==> src/rtl/rom_fetch_sequencer_pkg.sv <==
// fetch_pkg: shared state encodings and default widths for the ROM fetch sequencer
//   S_IDLE/S_ADDR/S_HOLD : fetch FSM state codes
//   ADDR_W_DEF/DATA_W_DEF: default ROM address/data widths
package fetch_pkg;
    localparam int ADDR_W_DEF = 12;
    localparam int DATA_W_DEF = 8;
    localparam logic [1:0] S_IDLE = 2'd0;
    localparam logic [1:0] S_ADDR = 2'd1;
    localparam logic [1:0] S_HOLD = 2'd2;
endpackage

==> src/rtl/rom_fetch_sequencer_pc.sv <==
// fetch_pc: program counter with load, increment and wrap pulse
//   clk_i, reset_i : clock, synchronous active-high reset
//   load_i         : load pc from load_addr_i (beats increment)
//   inc_i          : advance pc by one (modulo 2**ADDR_W)
//   pc_o           : current program counter
//   wrapped_o      : one-cycle pulse after pc stepped from all-ones to zero
module fetch_pc
    import fetch_pkg::*;
#(
    parameter int ADDR_W = ADDR_W_DEF
) (
    input  logic              clk_i,
    input  logic              reset_i,
    input  logic              load_i,
    input  logic [ADDR_W-1:0] load_addr_i,
    input  logic              inc_i,
    output logic [ADDR_W-1:0] pc_o,
    output logic              wrapped_o
);
    logic [ADDR_W-1:0] pc_q, pc_d;
    logic              wrapped_q, wrapped_d;
    always_comb begin
        pc_d      = load_i ? load_addr_i : inc_i ? pc_q + 1'b1 : pc_q;
        wrapped_d = ~load_i & inc_i & (&pc_q);
    end
    always_ff @(posedge clk_i) begin
        if (reset_i) begin
            pc_q      <= '0;
            wrapped_q <= 1'b0;
        end else begin
            pc_q      <= pc_d;
            wrapped_q <= wrapped_d;
        end
    end
    assign pc_o      = pc_q;
    assign wrapped_o = wrapped_q;
endmodule

==> src/rtl/rom_fetch_sequencer.sv <==
// rom_fetch_sequencer: fetches program ROM bytes into an instruction register with valid/ready hand-off
//   clk_i, reset_i   : clock, synchronous active-high reset
//   load_i/load_addr_i : load pc (aborts any fetch in flight)
//   run_i / step_i   : continuous fetch level / single fetch pulse (sampled in IDLE)
//   mem_addr_o/mem_data_i : ROM address (= pc) and combinational read data
//   instr_valid_o/instr_ready_i : downstream handshake
//   instr_o, opcode_o, operand_o, instr_addr_o : captured byte, its halves, its address
//   pc_o, busy_o, wrapped_o : next fetch address, FSM not idle, pc wrap pulse
module rom_fetch_sequencer
    import fetch_pkg::*;
#(
    parameter int ADDR_W   = ADDR_W_DEF,
    parameter int DATA_W   = DATA_W_DEF,
    parameter int WAIT_CYC = 0
) (
    input  logic                clk_i,
    input  logic                reset_i,
    input  logic                load_i,
    input  logic [ADDR_W-1:0]   load_addr_i,
    input  logic                run_i,
    input  logic                step_i,
    output logic [ADDR_W-1:0]   mem_addr_o,
    input  logic [DATA_W-1:0]   mem_data_i,
    output logic                instr_valid_o,
    input  logic                instr_ready_i,
    output logic [DATA_W-1:0]   instr_o,
    output logic [DATA_W/2-1:0] opcode_o,
    output logic [DATA_W/2-1:0] operand_o,
    output logic [ADDR_W-1:0]   instr_addr_o,
    output logic [ADDR_W-1:0]   pc_o,
    output logic                busy_o,
    output logic                wrapped_o
);
    localparam int H = DATA_W / 2;
    logic [1:0]        state_q, state_d;
    logic              single_q, single_d;
    logic [2:0]        wait_q, wait_d;
    logic [DATA_W-1:0] instr_q, instr_d;
    logic [ADDR_W-1:0] iaddr_q, iaddr_d;
    logic              valid_q, valid_d;
    logic [ADDR_W-1:0] pc;
    logic              capture;
    // load wins over a capture landing on the same edge, so the byte is dropped
    assign capture = ~load_i & (state_q == S_ADDR) & (wait_q == 3'(WAIT_CYC));
    fetch_pc #(.ADDR_W(ADDR_W)) u_pc (
        .clk_i       (clk_i),
        .reset_i     (reset_i),
        .load_i      (load_i),
        .load_addr_i (load_addr_i),
        .inc_i       (capture),
        .pc_o        (pc),
        .wrapped_o   (wrapped_o)
    );
    always_comb begin
        state_d  = state_q;
        single_d = single_q;
        wait_d   = wait_q;
        instr_d  = instr_q;
        iaddr_d  = iaddr_q;
        valid_d  = valid_q;
        if (load_i) begin
            state_d = S_IDLE;
            valid_d = 1'b0;
            wait_d  = '0;
        end else begin
            case (state_q)
                S_IDLE: begin
                    if (run_i | step_i) begin
                        state_d  = S_ADDR;
                        single_d = step_i & ~run_i;
                        wait_d   = '0;
                    end
                end
                S_ADDR: begin
                    if (capture) begin
                        instr_d = mem_data_i;
                        iaddr_d = pc;
                        valid_d = 1'b1;
                        wait_d  = '0;
                        state_d = S_HOLD;
                    end else begin
                        wait_d = wait_q + 3'd1;
                    end
                end
                S_HOLD: begin
                    if (instr_ready_i) begin
                        valid_d = 1'b0;
                        state_d = (run_i & ~single_q) ? S_ADDR : S_IDLE;
                    end
                end
                default: state_d = S_IDLE;
            endcase
        end
    end
    always_ff @(posedge clk_i) begin
        if (reset_i) begin
            state_q  <= S_IDLE;
            single_q <= 1'b0;
            wait_q   <= '0;
            instr_q  <= '0;
            iaddr_q  <= '0;
            valid_q  <= 1'b0;
        end else begin
            state_q  <= state_d;
            single_q <= single_d;
            wait_q   <= wait_d;
            instr_q  <= instr_d;
            iaddr_q  <= iaddr_d;
            valid_q  <= valid_d;
        end
    end
    assign mem_addr_o    = pc;
    assign pc_o          = pc;
    assign instr_valid_o = valid_q;
    assign instr_o       = instr_q;
    assign opcode_o      = instr_q[DATA_W-1:H];
    assign operand_o     = instr_q[H-1:0];
    assign instr_addr_o  = iaddr_q;
    assign busy_o        = (state_q != S_IDLE);
endmodule
==> config.mk <==
export PLATFORM = sky130hd
export DESIGN_NAME = rom_fetch_sequencer
export DESIGN_NICKNAME = d
export VERILOG_FILES = /design/src/rtl/rom_fetch_sequencer_pkg.sv /design/src/rtl/rom_fetch_sequencer_pc.sv /design/src/rtl/rom_fetch_sequencer.sv
export SDC_FILE = /design/constraint.sdc
export NUM_CORES = 1
export LEC_CHECK = 0
export CELL_PAD_IN_SITES_DETAIL_PLACEMENT = 1
export CELL_PAD_IN_SITES_GLOBAL_PLACEMENT = 1
export CORE_AREA = 10 10 90 92
export DETAILED_ROUTE_END_ITERATION = 10
export DIE_AREA = 0 0 100 102
export GPL_TIMING_DRIVEN = 0
export PLACE_DENSITY_LB_ADDON = 0.25
export SYNTH_ARGS = -nofsm -noshare
export SYNTH_HDL_FRONTEND = slang
export SYNTH_HIERARCHICAL = 1
export SYNTH_SLANG_ARGS = --single-unit
==> constraint.sdc <==
create_clock -name clk_i -period 4.4 [get_ports clk_i]
set_input_delay 0.88 -clock clk_i [delete_from_list [all_inputs] [get_ports clk_i]]
set_output_delay 0.88 -clock clk_i [all_outputs]
set_load 0.02 [all_outputs]
-- After elaboration in Yosys (flattened, before gate mapping)
Cells that the tools add are included.
- register bits: 40
- bits in latches: 0
- bits in writable memories: 0
- memory bits (read-only): 0
- input port bits: 26
- output and inout port bits: 55
- logic and storage cells: 51
- memories: 0
- add/sub/neg operators: 2
- $mul: 0
- divide/modulo/power cells: 0
- magnitude comparators: 0
- equality and inequality tests: 5
- shift operators: 0
- muxes and demuxes: 13
- bitwise gates (word level): 10
- reductions and logical operators: 13
- operator list (operator ; number):
    12-bit two-way mux ; 2
    12-bit by 1-bit adder with 12-bit output, second input constant ; 1
    12-bit AND reduction ; 1
    3-bit AND reduction ; 4
    2-bit nonzero test ; 4
    1-bit AND ; 6
    2-bit two-way mux ; 3
    3-bit two-way mux ; 2
    2-bit case mux with 3 select lines ; 1
    3-bit case mux with 2 select lines ; 1
    2-bit != test, second input constant ; 2
    3-bit by 1-bit adder with 3-bit output, second input constant ; 1
    3-bit logical NOT ; 1
    1-bit two-way mux ; 3
    1-bit NOT ; 3
    2-bit by 1-bit == test with 1-bit output, second input constant ; 1
    2-bit == test, second input constant ; 1
    2-bit logical NOT ; 1
    2-bit by 1-bit != test with 1-bit output, second input constant ; 1
    1-bit case mux with 2 select lines ; 1
    2-bit AND reduction ; 1
    2-bit OR reduction ; 1
    1-bit OR ; 1

-- Depth between registers and ports, before layout
Gate-level depths: netlist (run 1).
- word-level depth: 5
- depth in mapped cells: 10
- depth with buffers taken out: 8

-- Hierarchy
Netlist (run 1), hierarchy kept.
- modules (own cells, without submodules) (module ; times used ; cells each ; area an instance (um^2) ; sequential area each (um^2)):
    rom_fetch_sequencer ; 1 ; 151 ; 1413.9 ; 540.5
    fetch_pc ; 1 ; 80 ; 742.0 ; 260.2

-- Worst setup path after synthesis (run 1)
Ideal clock, no wire load.
- kind: input to register
- from: input load_i
- to: register u_pc.pc_q[8], in the netlist u_pc/pc_o[8]
- data arrival time: 2249 ps
- data required time: 4309 ps
- slack: 2060 ps
- stages: 8
- buffers on the path: 2
- path through: nor2_1 -> nand3_1 -> inv_2 -> buf_4 -> buf_6 -> nand4_4 -> or3_1 -> a311oi_1
- longest elaborated chain between the ends: 4
- RTL lines (item ; RTL line ; source):
    from (decl) ; rom_fetch_sequencer.sv:18 ; input logic load_i,
    1-bit NOT ; rom_fetch_sequencer.sv:44 ; assign capture = ~load_i & (state_q == S_ADDR) & (wait_q == 3'(WAIT_CYC));
    1-bit AND (2 in series) ; rom_fetch_sequencer.sv:44 ;
    named net capture ; rom_fetch_sequencer.sv:42 ; logic capture;
    2-bit nonzero test (no line) ; - ;
    to (signal assigned) ; rom_fetch_sequencer_pc.sv:31 ; pc_q <= pc_d;
    to (decl) ; rom_fetch_sequencer_pc.sv:20 ; logic [ADDR_W-1:0] pc_q, pc_d;
The timed path passes the listed nets, and every way through them passes these cells.
A chain may end at the register's enable or synchronous reset.

-- Worst setup path after layout (run 1)
Ends and elaborated chain as after synthesis.

==> results of run 1 <==
## kinds of logic after synthesis
group,Yosys count,share of synthesized area (%)
AO/OA/AOI/OAI,26,8.24
XOR/XNOR,9,3.66
flip-flops,40,37.1
multiplexers,21,9.75
buffers and inverters,40,11.5
adder cells (fa/ha/maj),3,1.74
AND/OR/NAND/NOR,92,28.0
## layout make-up
cell class / instances / area [sq um] / share of cell area [%]
multi-input combinational: 151 / 1110 / 35.2
sequential: 40 / 801 / 25.5
timing repair buffer: 80 / 801 / 25.5
buffer: 31 / 214 / 6.80
tap: 77 / 96.3 / 3.06
clock buffer: 6 / 82.6 / 2.63
inverter: 9 / 33.8 / 1.07
clock inverter: 2 / 10.0 / 0.318
## synth_stat cells, types with 2 or more instances
master,instances,area share [%]
nand4_1,2,0.58
inv_2,3,0.52
nand2_1,10,1.7
xor2_1,2,0.81
o21ai_0,2,0.46
mux2i_1,21,9.8
nand4_2,2,1.2
inv_1,6,1.0
dfxtp_1,40,37
nor3_1,3,0.70
or3b_2,2,0.81
a21oi_1,9,2.1
nand3_1,5,1.2
nand2b_1,40,12
nor4_4,2,2.0
clkbuf_1,6,1.0
a211oi_1,7,2.4
buf_4,22,7.7
buf_6,2,1.0
nor2_1,13,2.3
xnor2_1,7,2.8
nor3_2,3,1.4
ha_1,3,1.7
## where the power goes
| group | internal [W] | switching [W] |
|---|---|---|
| clock | 0.000125 | 0.000135 |
| combinational | 0.0000941 | 0.0000824 |
| sequential | 0.000375 | 0.0000214 |
## worst paths after layout
| kind | start | to | slack [ns] |
|---|---|---|---|
| worst max register to register | state_q[0]$_SDFFE_PP0P_ | u_pc/pc_o[8]$_SDFFE_PP0P_ | 2.06 |
| worst min register to register | instr_addr_o[2]$_SDFFE_PP0P_ | instr_addr_o[2]$_SDFFE_PP0P_ | 0.47 |
| worst max-delay path | load_i | u_pc/pc_o[8]$_SDFFE_PP0P_ | 1.34 |
| worst min-delay path | instr_addr_o[2]$_SDFFE_PP0P_ | instr_addr_o[2]$_SDFFE_PP0P_ | 0.47 |
## worst min-delay path, delay by kind of cell, from the launching register on
| kind | cells | cell delay [ns] |
|---|---|---|
| flip-flops | 1 | 0.31 |
| AND/OR/NAND/NOR | 1 | 0.06 |
| multiplexers | 1 | 0.06 |
## state kept, by name, indices dropped and copies added (netlist names)
signal / flops
instr_valid_o: 1
single_q: 1
u_pc/wrapped_o: 1
u_pc/pc_o: 12
state_q: 2
instr_addr_o: 12
instr_o: 8
wait_q: 3
## layer usage
layer	wire length (um)	up-vias	part of all wire (%)
met5	0	-	0
met4	87	0	1.3
met3	724	8	11
met2	2880	78	44
met1	2840	879	43
li1	-	932	-
## per-stage QoR
step                cells  instance area [sq um]  total power, W
global route          396                   3150        0.000873
detailed placement    388                   3050        0.000583
floorplan             231                   2160        0.000493
finish                396                   3150        0.000833
global placement      388                   3050        0.000579
CTS                   396                   3150        0.000844
==> flow_summary.toml, run 1 <==
[clock_network]
clockBufferDepth = 2
cts_tree = "built"
clk_pin_slew_ns = 0.08
cts_sinks = 40
insertion_delay_ns = 0.30
cts_setup_buffers = 0
cts.htree.levels = 2
cts_resized = 0
postCtsHoldBufs = 0
root_buffer = "clkbuf_8"
cts_made_buffers = 5

[global_route]
use_met2_pct = 20.1
antenna_found_initial = 0
grt_pass1_vias = 2056
grt_max_degree = 13
grtUsageMet3_pct = 6.75
grt_first_pass_wirelength_mm = 10.6
grt-ovfl-total = 0
top_usage_layer = "met2"
track_usage_pct = 12.8
use_met1_pct = 14.7

[yosys]
synth_edf_count = 0
synthesis.nets = 260
ys.flop_type = "dfxtp_1"
synth.avg_cell_area_sq_um = 9.33
ys_warn_count = 6
syn_inst = 231
synth_area_sq_um = 2160
async_reset_ff_share_pct = 0
synth.ff_latch_count = 40
ys_seq_area_share_pct = 37.1
ys_types = 42

[die]
ios = 81
fp.dieW_um = 100
core-area_sq_um = 6280
die_area_sq_um = 10200
start_util_pct = 34.3
rows = 29
die_height_um = 102

[min_path]
hold_depth = 2
hold_path.class = "flip-flop to flip-flop"

[drt]
viasPerCell = 4.79
drc_errors = 0
drtAntennaViolNets = 0
vias = 1897
dr.first_iter.drc_count = 42
wirelength_mm = 6.53
drt_pass1_iterations = 4
wl_per_cell_um = 16.5

[setup_path]
max_stage_delay_ns = 0.65
critPathCaptureType = "flip-flop"
critPathTopFamily = "buffers and inverters"
arrival_ns = 3.25
r2r_cells = 8
start_kind = "input port"
crit_buf_inv = 4
critPathKind = "input port to flip-flop"
required_ns = 4.59
cp.depth = 9
cp_max_fo = 11
path_cells = "clkdlybuf4s50_1 -> nor2_1 -> nand3_1 -> inv_2 -> buf_4 -> buf_6 -> nand4_4 -> or3_1 -> a311oi_1"
worst_path_max_delay_cell = "clkdlybuf4s50_1"

[sta]
fin_tns_setup_ns = 0
setup_viol = 0
min_period_ns = 3.06
clock.fmax_ghz = 0.326
hold_violations = 0
worst_slew_pin_slew_ns = 0.591
fin_worst_skew_ns = 0.00570
setup_slack_ns = 1.34
rsz0062_at_grt = "no"
fin_hold_ws_ns = 0.473
maxSlewHeadroom_pct = 60.6
slew_viol_final = 0
finalCritPeriodShare_pct = 69.6

[job]
max_cap_viol_count = 0

[run_status]
outcome = "complete, no violations"

[placement]
place_hpwl_mm = 5.04
pre_cts_ws_ns = 1.02
gp_congestion = 0.770
io_buffers = 80

[final_layout]
final_layout_size_suffix_gt1_share_pct = 16.0
nets = 347
mostFrequentLayoutCells = "80 x clkdlybuf4s50_1, 40 x nand2b_1, 40 x dfxtp_1"
diodes = 0
n_fill_cell = 732
layout_commonest_cell = "clkdlybuf4s50_1"
area_growth_pct = 45.9
fin_util_pct = 50.1

[power]
p_leak_nw = 1.13
power_density_nw_per_um2 = 265
peakVddDrop_uv = 133
Note: power is estimated with default switching activity, not from simulation.
==> inputs of run 2 (changes only) <==
Settings changed: CORE_AREA 10 10 90 92 to 10 10 98 100, DIE_AREA 0 0 100 102 to 0 0 108 110.
Clock period 4.4 ns to 2.7 ns, I/O delays scaled along.
==> run 2 against run 1 <==
Effect of this change: critical path depth grew 1; wire length shrank 1.7%; first-iteration DRC count shrank 17%; highest routed layer unchanged.
==> flow_summary.toml, run 2 (synthesis results as in run 1) <==
[global_route]
grt_pass1_vias = 1979
grt-ovfl-total = 0
grt_first_pass_wirelength_mm = 10.2
grt_max_degree = 13
antenna_found_initial = 0
track_usage_pct = 10.7

[final_layout]
mostFrequentLayoutCells = "79 x clkdlybuf4s50_1, 40 x nand2b_1, 40 x dfxtp_1"
layout_commonest_cell = "clkdlybuf4s50_1"
diodes = 0
final_layout_size_suffix_gt1_share_pct = 15.7
fin_util_pct = 41.4
area_growth_pct = 46.8
nets = 347

[power]
p_seq_share_pct = 49.1
internal_power_w = 0.000939
p_leak_nw = 1.12
power_density_nw_per_um2 = 416
switching_share_pct = 28.7
peakVddDrop_uv = 208
power_w = 0.00132
p_comb_share_pct = 21.5
clock_power_share_pct = 29.3
switchingPower_w = 0.000377

[setup_path]
critPathKind = "input port to flip-flop"
max_stage_delay_ns = 0.38
r2r_start = "state_q[0]$_SDFFE_PP0P_"
reg2reg_slack_ns = 0.41
arrival_ns = 2.51
r2r-end = "u_pc/pc_o[11]$_SDFFE_PP0P_"
path_cells = "dlygate4sd2_1 -> nor2_1 -> nand3_1 -> inv_2 -> buf_4 -> buf_6 -> nand4_4 -> nor4_2 -> xnor2_1 -> a21oi_1"
worst_path_max_delay_cell = "dlygate4sd2_1"
critPathCaptureType = "flip-flop"
required_ns = 2.86
r2r_cells = 9
cp_max_fo = 11
start_kind = "input port"

[drt]
vias = 1850
dr.first_iter.drc_count = 35
drt_pass1_iterations = 4
viasPerCell = 4.40
wl_per_cell_um = 15.3
drtAntennaViolNets = 0
drc_errors = 0
wirelength_mm = 6.42

[clock_network]
cts_made_buffers = 5
clk_pin_slew_ns = 0.08
cts_tree = "built"
clockBufferDepth = 2
cts.htree.levels = 2
cts_sinks = 40
cts_resized = 1
cts_setup_buffers = 0
postCtsHoldBufs = 0
insertion_delay_ns = 0.29
root_buffer = "clkbuf_8"

[die]
ios = 81
fp.dieW_um = 108
die_area_sq_um = 11900
core-area_sq_um = 7650
rows = 32
die_height_um = 110
start_util_pct = 28.2

[placement]
place_hpwl_mm = 4.99
io_buffers = 80
gp_congestion = 0.773

[sta]
min_period_ns = 2.35
clock.fmax_ghz = 0.425
fin_tns_setup_ns = 0
hold_violations = 0
fin_worst_skew_ns = 0.00763
setup_viol = 0
finalCritPeriodShare_pct = 87.1
slew_viol_final = 0
rsz0062_at_grt = "no"
maxSlewHeadroom_pct = 62.8
worst_slew_pin_slew_ns = 0.558

[run_status]
outcome = "complete, no violations"

[min_path]
min_to = "instr_valid_o$_SDFFE_PP0P_"
hp-start = "instr_valid_o$_SDFFE_PP0P_"
hold_path.class = "flip-flop to flip-flop"
hold_depth = 2

[job]
max_cap_viol_count = 0
run 2: cell types whose count changed in the layout (fill, tap and decap cells not counted):
cell / delta
dlygate4sd2_1: +1
clkdlybuf4s50_1: -1
clkinvlp_4: +1
clkinv_2: -1
clkbuf_8: -1
run 2: cell type report:
class                      count  area, sq um
buffer                        31          214
clock buffer                   5         68.8
clock inverter                 2         12.5
fill                         881         4480
inverter                       9         33.8
multi-input combinational    151         1110
sequential                    40          801
tap                          102          128
timing repair buffer          80          800
run 2: metal layers:
metal	vias to the layer above	global-route usage, %	part of all wire, %
met2	56	17.7	46
met3	4	4.29	7.9
met4	0	2.58	0.73
met1	861	12.8	45
met5	-	0	0
li1	929	-	-
run 2: worst max path at each step:
stage	slack [ns]	to	from
after floorplan	0.70	u_pc/pc_o[8]$_SDFFE_PP0P_	load_i
after global placement	-0.25	u_pc/pc_o[11]$_SDFFE_PP0P_	load_i
after detailed placement	-0.33	u_pc/pc_o[11]$_SDFFE_PP0P_	load_i
after CTS	0.29	u_pc/pc_o[11]$_SDFFE_PP0P_	load_i
after global routing	0.09	u_pc/pc_o[8]$_SDFFE_PP0P_	load_i
final	0.35	u_pc/pc_o[11]$_SDFFE_PP0P_	load_i
run 2: through the flow:
stage	cell area, sq um	setup WS [ns]	cells	hold WS (ns)
finish	3160	0.348	420	0.460
global route	3160	0.0942	420	0.494
CTS	3160	0.295	420	0.470
detailed placement	3080	-0.333	413	0.458
global placement	3080	-0.253	413	0.451
floorplan	2160	0.700	231	0.470
run 2: power groups by stage:
| stage | Combinational, W | Clock [W] | Sequential [W] |
|---|---|---|---|
| global route | 0.000308 | 0.000422 | 0.000652 |
| detailed placement | 0.000289 | 0 | 0.000661 |
| global placement | 0.000287 | 0 | 0.000661 |
| CTS | 0.000290 | 0.000406 | 0.000648 |
| floorplan | 0.000131 | 0 | 0.000673 |
| finish | 0.000284 | 0.000386 | 0.000646 |
run 2: worst max-delay path, delay by kind of cell:
family                    cells  cell delay [ns]
and+or+nand+nor               4             0.79
AOI/OAI and AO/OA             1             0.08
buffers and inverters         4             0.93
xor gates and xnor gates      1             0.16
